### config.mk
export PLATFORM = sky130hd
export DESIGN_NAME = mix_columns_serial
export DESIGN_NICKNAME = d
export VERILOG_FILES = /design/src/rtl/aes_pkg.sv /design/src/rtl/mix_column_comb.sv /design/src/rtl/mix_columns_serial.sv
export SDC_FILE = /design/constraint.sdc
export NUM_CORES = 1
export LEC_CHECK = 0
export BUFFER_PORTS_ARGS = -buffer_cell sky130_fd_sc_hd__buf_2
export CAP_MARGIN = 10
export CELL_PAD_IN_SITES_DETAIL_PLACEMENT = 2
export CELL_PAD_IN_SITES_GLOBAL_PLACEMENT = 2
export CORE_MARGIN = 2
export CORE_UTILIZATION = 40
export CTS_CLUSTER_DIAMETER = 60
export DETAILED_ROUTE_END_ITERATION = 10
export GPL_TIMING_DRIVEN = 0
export PLACE_DENSITY_LB_ADDON = 0.15
export SKIP_CTS_REPAIR_TIMING = 1
export SLEW_MARGIN = 20
export SYNTH_ARGS = -nofsm -noshare
export SYNTH_HDL_FRONTEND = slang
export SYNTH_SLANG_ARGS = --single-unit
### constraint.sdc
create_clock -name clk -period 1.9 [get_ports clk]
set_input_delay 0.285 -clock clk [delete_from_list [all_inputs] [get_ports clk]]
set_output_delay 0.285 -clock clk [all_outputs]
set_load 0.005 [all_outputs]
### src/rtl/aes_pkg.sv
// Shared AES constants and GF(2^8) helpers (reduction polynomial x^8+x^4+x^3+x+1).
package aes_pkg;

  localparam logic [7:0]  AES_POLY        = 8'h1B;
  localparam int unsigned AES_BLOCK_BYTES = 16;
  localparam int unsigned AES_COL_BYTES   = 4;
  localparam int unsigned AES_COL_W       = 8 * AES_COL_BYTES;

  function automatic logic [7:0] xtime(input logic [7:0] a);
    return {a[6:0], 1'b0} ^ (a[7] ? AES_POLY : 8'h00);
  endfunction

  function automatic logic [7:0] gmul2(input logic [7:0] a);
    return xtime(a);
  endfunction

  function automatic logic [7:0] gmul3(input logic [7:0] a);
    return xtime(a) ^ a;
  endfunction

  // Inverse-matrix coefficients built from the x2/x4/x8 chain
  function automatic logic [7:0] gmul9(input logic [7:0] a);
    return xtime(xtime(xtime(a))) ^ a;
  endfunction

  function automatic logic [7:0] gmulb(input logic [7:0] a);
    return xtime(xtime(xtime(a))) ^ xtime(a) ^ a;
  endfunction

  function automatic logic [7:0] gmuld(input logic [7:0] a);
    return xtime(xtime(xtime(a))) ^ xtime(xtime(a)) ^ a;
  endfunction

  function automatic logic [7:0] gmule(input logic [7:0] a);
    return xtime(xtime(xtime(a))) ^ xtime(xtime(a)) ^ xtime(a);
  endfunction

endpackage

### src/rtl/mix_column_comb.sv
// Combinational MixColumns (or InvMixColumns) of one 32-bit column, row 0 in bits [31:24].
module mix_column_comb
  import aes_pkg::*;
#(
  parameter bit INVERSE = 1'b0
) (
  input  logic [AES_COL_W-1:0] i_col,
  input  logic                 i_bypass,
  output logic [AES_COL_W-1:0] o_col_c
);

  logic [7:0] w_a0, w_a1, w_a2, w_a3;

  assign w_a0 = i_col[31:24];
  assign w_a1 = i_col[23:16];
  assign w_a2 = i_col[15:8];
  assign w_a3 = i_col[7:0];

  // One output row: a is the same-row byte, b/c/d the following rows mod 4
  function automatic logic [7:0] mix_row(input logic [7:0] a, input logic [7:0] b,
                                         input logic [7:0] c, input logic [7:0] d);
    if (INVERSE) return gmule(a) ^ gmulb(b) ^ gmuld(c) ^ gmul9(d);
    else         return gmul2(a) ^ gmul3(b) ^ c ^ d;
  endfunction

  always_comb begin
    o_col_c = i_col;
    if (!i_bypass) begin
      o_col_c = {mix_row(w_a0, w_a1, w_a2, w_a3),
                 mix_row(w_a1, w_a2, w_a3, w_a0),
                 mix_row(w_a2, w_a3, w_a0, w_a1),
                 mix_row(w_a3, w_a0, w_a1, w_a2)};
    end
  end

endmodule

### src/rtl/mix_columns_serial.sv
// Byte-serial MixColumns: gathers 4-byte columns, mixes them, and re-emits
// them one byte per cycle starting the cycle after the column completes.
module mix_columns_serial
  import aes_pkg::*;
#(
  parameter bit INVERSE = 1'b0
) (
  input  logic       clk,
  input  logic       rst,
  input  logic [7:0] data_in,
  input  logic       in_valid,
  input  logic       bypass,
  output logic [7:0] data_out,
  output logic       out_valid,
  output logic       out_last
);

  localparam int unsigned ROW_W = $clog2(AES_COL_BYTES);
  localparam int unsigned BLK_W = $clog2(AES_BLOCK_BYTES);

  logic [ROW_W-1:0]     r_row;
  logic [BLK_W-1:0]     r_iblk;
  logic [BLK_W-1:0]     r_oblk;
  logic [2:0]           r_drain;
  logic [23:0]          r_col;
  logic [23:0]          r_out;
  logic [AES_COL_W-1:0] w_col;
  logic [AES_COL_W-1:0] w_mix;
  logic                 w_load;
  logic                 w_emit;

  assign w_col  = {r_col, data_in};
  assign w_load = in_valid && (r_row == ROW_W'(AES_COL_BYTES - 1));
  assign w_emit = w_load || (r_drain > 3'd1);

  mix_column_comb #(.INVERSE(INVERSE)) u_mix (
    .i_col    (w_col),
    .i_bypass (bypass),
    .o_col_c  (w_mix)
  );

  // Input side: row/block counters and the collect shift register
  always_ff @(posedge clk) begin
    if (rst) begin
      r_row  <= '0;
      r_iblk <= '0;
      r_col  <= '0;
    end else if (in_valid) begin
      r_row  <= r_row + ROW_W'(1);
      r_iblk <= r_iblk + BLK_W'(1);
      r_col  <= {r_col[15:0], data_in};
    end
  end

  // Output side: r0 goes straight to data_out on load, r1..r3 drain from r_out
  always_ff @(posedge clk) begin
    if (rst) begin
      r_drain   <= '0;
      r_out     <= '0;
      r_oblk    <= '0;
      data_out  <= '0;
      out_valid <= 1'b0;
      out_last  <= 1'b0;
    end else begin
      out_valid <= w_emit;
      out_last  <= w_emit && (r_oblk == BLK_W'(AES_BLOCK_BYTES - 1));
      if (w_emit) r_oblk <= r_oblk + BLK_W'(1);
      if (w_load) begin
        r_drain  <= 3'd4;
        data_out <= w_mix[31:24];
        r_out    <= w_mix[23:0];
      end else if (r_drain != 3'd0) begin
        r_drain <= r_drain - 3'd1;
        if (r_drain > 3'd1) begin
          data_out <= r_out[23:16];
          r_out    <= {r_out[15:0], 8'h00};
        end
      end
    end
  end

  // A new column can only complete once the previous one is down to its last byte
  always_ff @(posedge clk) begin
    if (!rst) begin
      assert (!(w_load && (r_drain > 3'd1)))
        else $error("mix_columns_serial: column load while drain=%0d", r_drain);
      assert (r_iblk[ROW_W-1:0] == r_row)
        else $error("mix_columns_serial: row/block counters out of step");
    end
  end

endmodule

==> results.json <==
{
  "status": "complete, no violations",
  "r2r_start": "r_drain[1]$_SDFFE_PP0P_",
  "std_cell_rows": 37,
  "routed_via_density": 5.50,
  "total_power_w": 0.00446,
  "ys_types": 43,
  "htreeDepth": 3,
  "p_per_area_mw_per_mm2": 935,
  "setup_ws_ps": 96.7,
  "worstSetupPathType": "register to register",
  "synth-async-reset-ratio_pct": 0,
  "cts_made_buffers": 9,
  "netlist_top_cells_area": "dfxtp_1 32%, xnor3_1 18%, mux2i_1 7.3%",
  "synth_largest_area_cell": "dfxtp_1",
  "max-slew-margin-rel_pct": 46.7,
  "wire_per_inst_um": 20.8,
  "critPathLaunchType": "register",
  "instances_no_fill": 570,
  "vias": 3136,
  "startpoint": "r_drain[1]$_SDFFE_PP0P_",
  "synth_edf_count": 0,
  "synth_fp_nets": 422,
  "synth.most_common_cell": "dfxtp_1",
  "maxSlewViolCount": 0,
  "start_util_pct": 41.1,
  "path_clk_slew_ps": 70,
  "avgSynthCellArea_sq_um": 10.4,
  "cp_max_fo": 10,
  "grt_antenna_before_repair": 0,
  "diodes": 0,
  "finish.net_count": 447,
  "power_leakage_nw": 2.09,
  "drc": 0,
  "ys_ff_latch": 67,
  "gr-usage-met3_pct": 3.89,
  "min-delay-start": "data_in[1]",
  "met2_usage_pct": 39.4,
  "fin_crit_sh_pct": 94.9,
  "seq_area_sq_mm": 0.00134,
  "drtIter0Drc": 114,
  "finalSetupViolCount": 0,
  "grt_usage_pct": 22.4,
  "dp.cells": 556,
  "clock_path_buffers": 2,
  "cap_violations": 0,
  "root_buffer": "clkbuf_8",
  "grt_max_degree": 11,
  "use_met1_pct": 27.3,
  "core_sq_mm": 0.0103,
  "syn_area_sq_mm": 0.00422,
  "dp_hpwl_mm": 8.85,
  "grt-busiest-layer": "met2",
  "cts_tree": "done",
  "ys_seq_area_share_pct": 31.8,
  "syn_to_final_growth_pct": 12.9,
  "antenna_left": 0,
  "die-area_sq_mm": 0.0114,
  "min_period_ps": 1800,
  "fill_cells": 1100,
  "cp.arrival_ps": 2100,
  "utilization_pct": 46.4,
  "synth_ff_type": "dfxtp_1",
  "fmax_mhz": 555,
  "grt_pass1_wl_mm": 18.9,
  "synth-warning-count": 0,
  "cts_sinks": 67,
  "dieWidth_um": 107,
  "drt-total-wl_mm": 11.9,
  "dieHeight_um": 107,
  "grt_overflow": 0,
  "place.gp.congestion": 0.795,
  "tightest_slew_ps": 799,
  "hold_path.class": "primary input to register",
  "worstSkewPairLatency_ps": 370,
  "final_hold_viol_count": 0,
  "crit_path_end_kind": "register",
  "drive_above_1_share_pct": 17.1,
  "synth_cells": 405,
  "synth_common_cells": "67 x dfxtp_1, 35 x nor2_1, 33 x xnor3_1, 31 x mux2i_1, 25 x nand2_1",
  "synth_top_area_share_pct": 31.8,
  "port-buffer-count": 15,
  "grt_setup_unrepaired": "true",
  "dr.pass1.iters": 4,
  "peakVddDrop_v": 0.000532,
  "io_pins": 22,
  "dp_slack_ps": -558,
  "multi_input_area_sq_mm": 0.00276,
  "skew_ps": 9.41,
  "grt_pass1_vias": 3385,
  "critical_path_required_ps": 2200
}
-- power by group --
part / internal (W) / total (W) / switching, W
clock: 0.000570 / 0.00113 / 0.000565
sequential: 0.00153 / 0.00163 / 0.000101
combinational: 0.000759 / 0.00169 / 0.000927
total: 0.00286 / 0.00446 / 0.00159
-- through the flow --
stage	hold WS (ps)	setup TNS (ps)	area [sq um]
global placement	438	-9170	4470
floorplan	432	0	4220
global route	300	-79.9	4770
finish	274	0	4770
detailed placement	454	-11130	4470
CTS	253	-12160	4650
-- area by class of cell --
class	instances	share of cell area (%)
multi-input combinational	287	57.9
clock buffer	13	3.54
sequential	67	28.2
clock inverter	2	0.210
inverter	6	0.472
buffer	43	4.38
timing repair buffer	16	1.73
tap	136	3.57
-- registers in the layout, indices dropped and copies added (netlist names) --
signal / count
r_oblk: 4
r_drain: 3
data_out: 8
out_last: 1
out_valid: 1
r_row: 2
r_out: 24
r_col: 24
-- per-layer routing --
layer | vias up | part of all wire [%]
li1 | 1467 | -
met1 | 1625 | 45
met4 | 0 | 1.6
met2 | 33 | 52
met3 | 11 | 2.2
met5 | - | 0
-- final timing paths --
| check | slack (ps) | depth (start not counted) | to |
|---|---|---|---|
| worst max register to register | 100 | 8 | data_out[7]$_SDFFE_PP0P_ |
| worst max-delay path | 100 | 8 | data_out[7]$_SDFFE_PP0P_ |
| worst min-delay path | 270 | 3 | r_col[1]$_SDFFE_PP0P_ |
| worst min register to register | 470 | 2 | data_out[6]$_SDFFE_PP0P_ |
-- cells in the final DEF (no fill, tap or decap), drive strengths merged, types with 9 or more instances in the layout --
cell,n
mux2i,31
a22oi,20
nand2,25
nand3,16
dfxtp,67
o21ai,10
clkbuf,36
xor2,14
buf,36
a31oi,15
xor3,9
xnor2,17
nor2,35
xnor3,35
a21oi,14
-- logic make-up after synthesis --
family,after synthesis,synth area share [%]
adder cells (fa/ha/maj),5,1.48
flip-flops,67,31.8
buffers and inverters,51,5.19
AO/OA/AOI/OAI,76,12.0
XOR/XNOR,75,31.2
AND/OR/NAND/NOR,100,11.0
multiplexers,31,7.35
-- critical path, stage by stage (launching register included) --
cell       delay [ps]
dfxtp_1           400
inv_1             100
ha_1              200
o21bai_4          220
a2bb2oi_4         180
buf_6             160
buf_4             190
nand3_1            90
a31oi_1           200
Power figures use the tool's default switching activity.
